<file path="src/rtl/ttc_intr_arbiter12.sv">
// Three-channel timer interrupt arbiter with ack timeout and post-clear hold.
// Define TTC_ARB_ROUND_ROBIN_EN for round-robin arbitration; otherwise fixed priority 0 > 1 > 2.
module ttc_intr_arbiter12 #(
  parameter int ACK_TIMEOUT = 64,
  parameter int HOLD_CYCLES = 2
) (
  input  logic       pclk12,
  input  logic       p_reset12,
  input  logic [2:0] intr_in12,
  input  logic [2:0] intr_mask12,
  input  logic       intr_ack12,
  input  logic       timeout_clr12,
  output logic       irq12,
  output logic [1:0] irq_id12,
  output logic [2:0] clear_interrupt12,
  output logic       timeout12,
  output logic       busy12
);

  typedef enum logic [1:0] {S_IDLE, S_ASSERT, S_CLEAR, S_HOLD} state_t;

  localparam logic [7:0] WAIT_LAST = 8'(ACK_TIMEOUT - 1);
  localparam logic [2:0] HOLD_LAST = 3'(HOLD_CYCLES - 1);

  state_t     r_state, w_state_nxt;
  logic [1:0] r_id, w_id_nxt;
  logic [7:0] r_wait, w_wait_nxt;
  logic [2:0] r_hold, w_hold_nxt;
  logic       r_timeout, w_timeout_nxt, w_to_set;
  logic [2:0] w_elig;
  logic [1:0] w_win;

  assign w_elig = intr_in12 & ~intr_mask12;

`ifdef TTC_ARB_ROUND_ROBIN_EN
  logic [1:0] r_ptr, w_ptr_nxt, w_id_plus1;

  assign w_id_plus1 = (r_id == 2'd2) ? 2'd0 : r_id + 2'd1;

  // Search upward from the pointer, wrapping 2 -> 0.
  always_comb begin
    w_win = 2'd0;
    case (r_ptr)
      2'd1:    w_win = w_elig[1] ? 2'd1 : (w_elig[2] ? 2'd2 : 2'd0);
      2'd2:    w_win = w_elig[2] ? 2'd2 : (w_elig[0] ? 2'd0 : 2'd1);
      default: w_win = w_elig[0] ? 2'd0 : (w_elig[1] ? 2'd1 : 2'd2);
    endcase
  end
`else
  always_comb begin
    w_win = w_elig[0] ? 2'd0 : (w_elig[1] ? 2'd1 : 2'd2);
  end
`endif

  always_comb begin
    w_state_nxt = r_state;
    w_id_nxt    = r_id;
    w_wait_nxt  = r_wait;
    w_hold_nxt  = r_hold;
    w_to_set    = 1'b0;
`ifdef TTC_ARB_ROUND_ROBIN_EN
    w_ptr_nxt   = r_ptr;
`endif
    case (r_state)
      S_IDLE: begin
        if (w_elig != 3'b000) begin
          w_state_nxt = S_ASSERT;
          w_id_nxt    = w_win;
          w_wait_nxt  = 8'd0;
        end
      end
      S_ASSERT: begin
        // Ack beats both a dropped request and the timeout on the same cycle.
        if (intr_ack12) begin
          w_state_nxt = S_CLEAR;
        end else if (!intr_in12[r_id]) begin
          w_state_nxt = S_IDLE;
        end else if (r_wait == WAIT_LAST) begin
          w_state_nxt = S_IDLE;
          w_to_set    = 1'b1;
`ifdef TTC_ARB_ROUND_ROBIN_EN
          w_ptr_nxt   = w_id_plus1;
`endif
        end else begin
          w_wait_nxt = r_wait + 8'd1;
        end
      end
      S_CLEAR: begin
        w_state_nxt = S_HOLD;
        w_hold_nxt  = 3'd0;
`ifdef TTC_ARB_ROUND_ROBIN_EN
        w_ptr_nxt   = w_id_plus1;
`endif
      end
      default: begin
        if (r_hold == HOLD_LAST) w_state_nxt = S_IDLE;
        else w_hold_nxt = r_hold + 3'd1;
      end
    endcase
    w_timeout_nxt = w_to_set | (r_timeout & ~timeout_clr12);
  end

  always_ff @(posedge pclk12) begin
    if (p_reset12) begin
      r_state   <= S_IDLE;
      r_id      <= 2'd0;
      r_wait    <= 8'd0;
      r_hold    <= 3'd0;
      r_timeout <= 1'b0;
`ifdef TTC_ARB_ROUND_ROBIN_EN
      r_ptr     <= 2'd0;
`endif
    end else begin
      r_state   <= w_state_nxt;
      r_id      <= w_id_nxt;
      r_wait    <= w_wait_nxt;
      r_hold    <= w_hold_nxt;
      r_timeout <= w_timeout_nxt;
`ifdef TTC_ARB_ROUND_ROBIN_EN
      r_ptr     <= w_ptr_nxt;
`endif
    end
  end

  assign irq12             = (r_state == S_ASSERT);
  assign irq_id12          = r_id;
  assign clear_interrupt12 = (r_state == S_CLEAR) ? (3'b001 << r_id) : 3'b000;
  assign timeout12         = r_timeout;
  assign busy12            = (r_state != S_IDLE);

endmodule

</file>
<file path="config.mk">
export PLATFORM = sky130hd
export DESIGN_NAME = ttc_intr_arbiter12
export DESIGN_NICKNAME = d
export VERILOG_FILES = /design/src/rtl/ttc_intr_arbiter12.sv
export SDC_FILE = /design/constraint.sdc
export NUM_CORES = 1
export LEC_CHECK = 0
export ABC_CLOCK_PERIOD_IN_PS = 5000
export BUFFER_PORTS_ARGS = -buffer_cell sky130_fd_sc_hd__buf_2
export CAP_MARGIN = 20
export CORE_MARGIN = 2
export CORE_UTILIZATION = 40
export CTS_BUF_LIST = sky130_fd_sc_hd__clkbuf_4 sky130_fd_sc_hd__clkbuf_8
export DETAILED_ROUTE_END_ITERATION = 10
export GPL_TIMING_DRIVEN = 0
export PLACE_DENSITY = 0.64
export SYNTH_ARGS = -nofsm -noshare
export SYNTH_HDL_FRONTEND = slang
export SYNTH_SLANG_ARGS = --single-unit
</file>
<file path="constraint.sdc">
create_clock -name pclk12 -period 5 [get_ports pclk12]
set_input_delay 0.25 -clock pclk12 [delete_from_list [all_inputs] [get_ports pclk12]]
set_output_delay 0.25 -clock pclk12 [all_outputs]
set_load 0.05 [all_outputs]
</file>
==> impl_results.md <==
* Total power at 296 uW
* Wirelength, routed at 2130 um
* WL/cell at 12.8 um
* Slew Viols, Final at 0
* Share of cells above drive strength 1 at 0.255
* Psw at 103 uW
* H-tree lvl count at 1
* # rows at 18
* CTS Buf Count at 3
* Worst path bufs/invs at 0
* Die Span Y at 54.1 um
* Starting density of the core at 0.412
* Final Hold Vio Count at 0
* Final setup violation count at 0
* M1 GR Usage at 0.189
* Largest net degree at the start of global routing at 11
* Root Buffer: clkbuf_4
* Ys Warns at 0
* # diodes at 0
* LEAKAGE at 0.000460 uW
* TritonCTS clock tree: built
* Distinct cell type count after synthesis at 42
* Worst EP arrival at 2050 ps
* Total Negative Setup Slacks at 0 ps
* Min-delay src: timeout_clr12
* Via count of the first global-routing pass at 845
* Detail Placement HPWL at 1660 um
* Grt peak-use layer: met2
* Clk_skew at 4.37 ps
* Grt met2 use at 0.319
* Switching share of power at 0.349
* R2r startpoint: r_wait[0]
* Slew HR at 0.650
* Total track usage at 0.172
* Crit path kind: reg -> reg
* Gpl congestion at 0.804
* WP data required at 5210 ps
* Clock Sinks at 16
* Skew-Pair Late Insertion Delay at 280 ps
* Reg power frac at 0.473
* Final Util at 0.472
* Sequential fraction of the synthesis area at 0.320
* Syn_nets at 130
* Worst Setup End Kind: flip-flop
* Die W at 54.1 um
* Largest delay share family, worst path: simple AND/OR/NAND/NOR gates
* M3 GR Usage at 0.0500
* Initial DRC Count at 29
* Initial antenna violation count at 0
* Vias after detailed routing at 922
* Synth Register Bits at 16
* First-pass GRT wire length at 3620 um
* Yosys top cell area share at 0.320
* PostCTS Resize Cnt at 0
* Slowest stage delay, CP at 450 ps
* Top cells by area, synth: dfxtp_1 (32%), nor2b_1 (5.0%), a21oi_1 (4.5%), nor2_1 (4.1%), ha_1 (3.7%)
* Drt via density at 5.52
* Critical-path top delay cell: or4_4
* Hold_buf cts at 0
* Clock transition at the registers of the reported paths at 90 ps
* Power Internal at 193 uW
* Io pins at 18
* Worst VDD drop at 129 uV
* P per Cell Area at 258 nW/um2
* P&R area growth vs syn at 14.5%
* Residual DRC at 0
* Hold Path Class: in -> reg
* Port bufs at 17
* CP startpoint: r_wait[0]
* Max-Cap Viols at 0
* Post-route clock period utilization at 0.368
* F_max at 544 MHz
* Routed Antenna Nets at 0
* Dominant cell type by area after synthesis: dfxtp_1
* Setup bufs post-CTS at 0
* Gate Count Post-Synth at 117
* Syn_area_per_cell at 8.57 um2
* Min Tclk post-route at 1840 ps
* Mapped Area at 1000 um2
* RSZ-0062 raised after global routing: false
* Total grt overflow at 0
* Clock share of power at 0.224
* Worst path cell trace: ha_1 > nand3_1 > or4_4 > a21oi_2 > nor2_1 > a211oi_2
* CP Launch Type: flip-flop
* First-pass DRT Iterations at 4
* Critical path peak fanout at 4
* Worst Max-Slew Pin Slew at 519 ps
* Core area at 2430 um2
* Nets at 152
* Die area at 2920 um2
* Longest Clk Path Bufs at 2
* Logic pwr share at 0.303
* Outcome: complete, no violations
-- state kept, by name, indices dropped and copies added (netlist names) --
register	cells
timeout12	1
r_hold	3
irq_id12	2
r_wait	8
r_state	2
-- stage by stage --
step           cells  setup WS (ps)  cell area, um2  hold WS (ps)
2_1_floorplan    117           2770            1000           416
3_3_place_gp     164           3190            1120           456
6_report         167           3160            1150           234
3_5_place_dp     164           3190            1120           488
4_1_cts          167           3160            1150           229
5_1_grt          167           3040            1150           220
-- path summary, 6_finish.rpt --
kind	to	slack (ps)	cells past startpoint
max	r_wait[0]	3160	6
min	timeout12	230	3
max reg2reg	r_wait[0]	3160	6
min reg2reg	timeout12	500	2
-- Yosys cell counts, drive strengths merged --
library cell / count
o21ai: 5
o31ai: 2
and3: 1
nand3b: 3
nor3: 3
mux2i: 1
inv: 7
a21oi: 10
or2: 1
or2b: 1
o41ai: 2
and2: 1
nand3: 5
nor2b: 8
or3: 1
nor4: 2
clkbuf: 1
a211oi: 3
o211a: 1
a41oi: 1
dfxtp: 16
o22ai: 1
nor4b: 2
nor2: 11
nand4: 2
a31oi: 1
nand2b: 4
o2bb2ai: 1
nor3b: 3
or4: 4
ha: 3
buf: 2
nand2: 7
a21boi: 1
-- layer usage --
metal	up-vias	wire, um	part of all wire
met2	14	1120	0.53
li1	469	-	-
met4	0	25	0.012
met5	-	0	0
met1	435	918	0.43
met3	4	66	0.031
-- worst register-to-register path, stage by stage, from the launching register on --
cell and delay (ps):
dfxtp_1 390, ha_1 260, nand3_1 120, or4_4 450, a21oi_2 220, nor2_1 90, a211oi_2 220
-- logic make-up (layout without fill, tap and decap cells) --
kind of cell    Yosys count  in the layout  share of synthesized area
compound gates           28             28                      0.217
buf+inv                  10             30                     0.0524
mux                       1              1                    0.00999
simple gates             59             59                      0.363
flops                    16             16                      0.320
fa+ha+maj                 3              3                     0.0375
-- power groups by stage --
| stage | Combinational, uW | Sequential (uW) | Clock [uW] |
|---|---|---|---|
| 3_5_place_dp | 90.2 | 143 | 0 |
| 5_1_grt | 97.9 | 141 | 76.0 |
| 2_1_floorplan | 64.3 | 148 | 0 |
| 3_3_place_gp | 89.3 | 143 | 0 |
| 6_report | 89.7 | 140 | 66.3 |
| 4_1_cts | 90.5 | 140 | 69.8 |
-- area by class of cell --
cell class	instances	area, um2
Clock buffer	3	22.5
Sequential cell	16	320
Timing Repair Buffer	17	85.1
Multi-Input combinational cell	91	629
Buffer	3	26.3
Tap cell	30	37.5
Fill cell	242	1280
Inverter	7	26.3
-- cells in the final DEF, fill, tap and decap left out, types with 3 or more instances in the layout --
master / n
o21ai_0: 4
ha_1: 3
or4_1: 3
nand2_1: 6
nand3_1: 4
a21oi_1: 9
nor2_1: 11
inv_1: 7
clkbuf_4: 3
nand3b_1: 3
nor3b_1: 3
dfxtp_1: 16
buf_2: 17
nor3_1: 3
nor2b_1: 8
(Power assumes the default switching activity.)
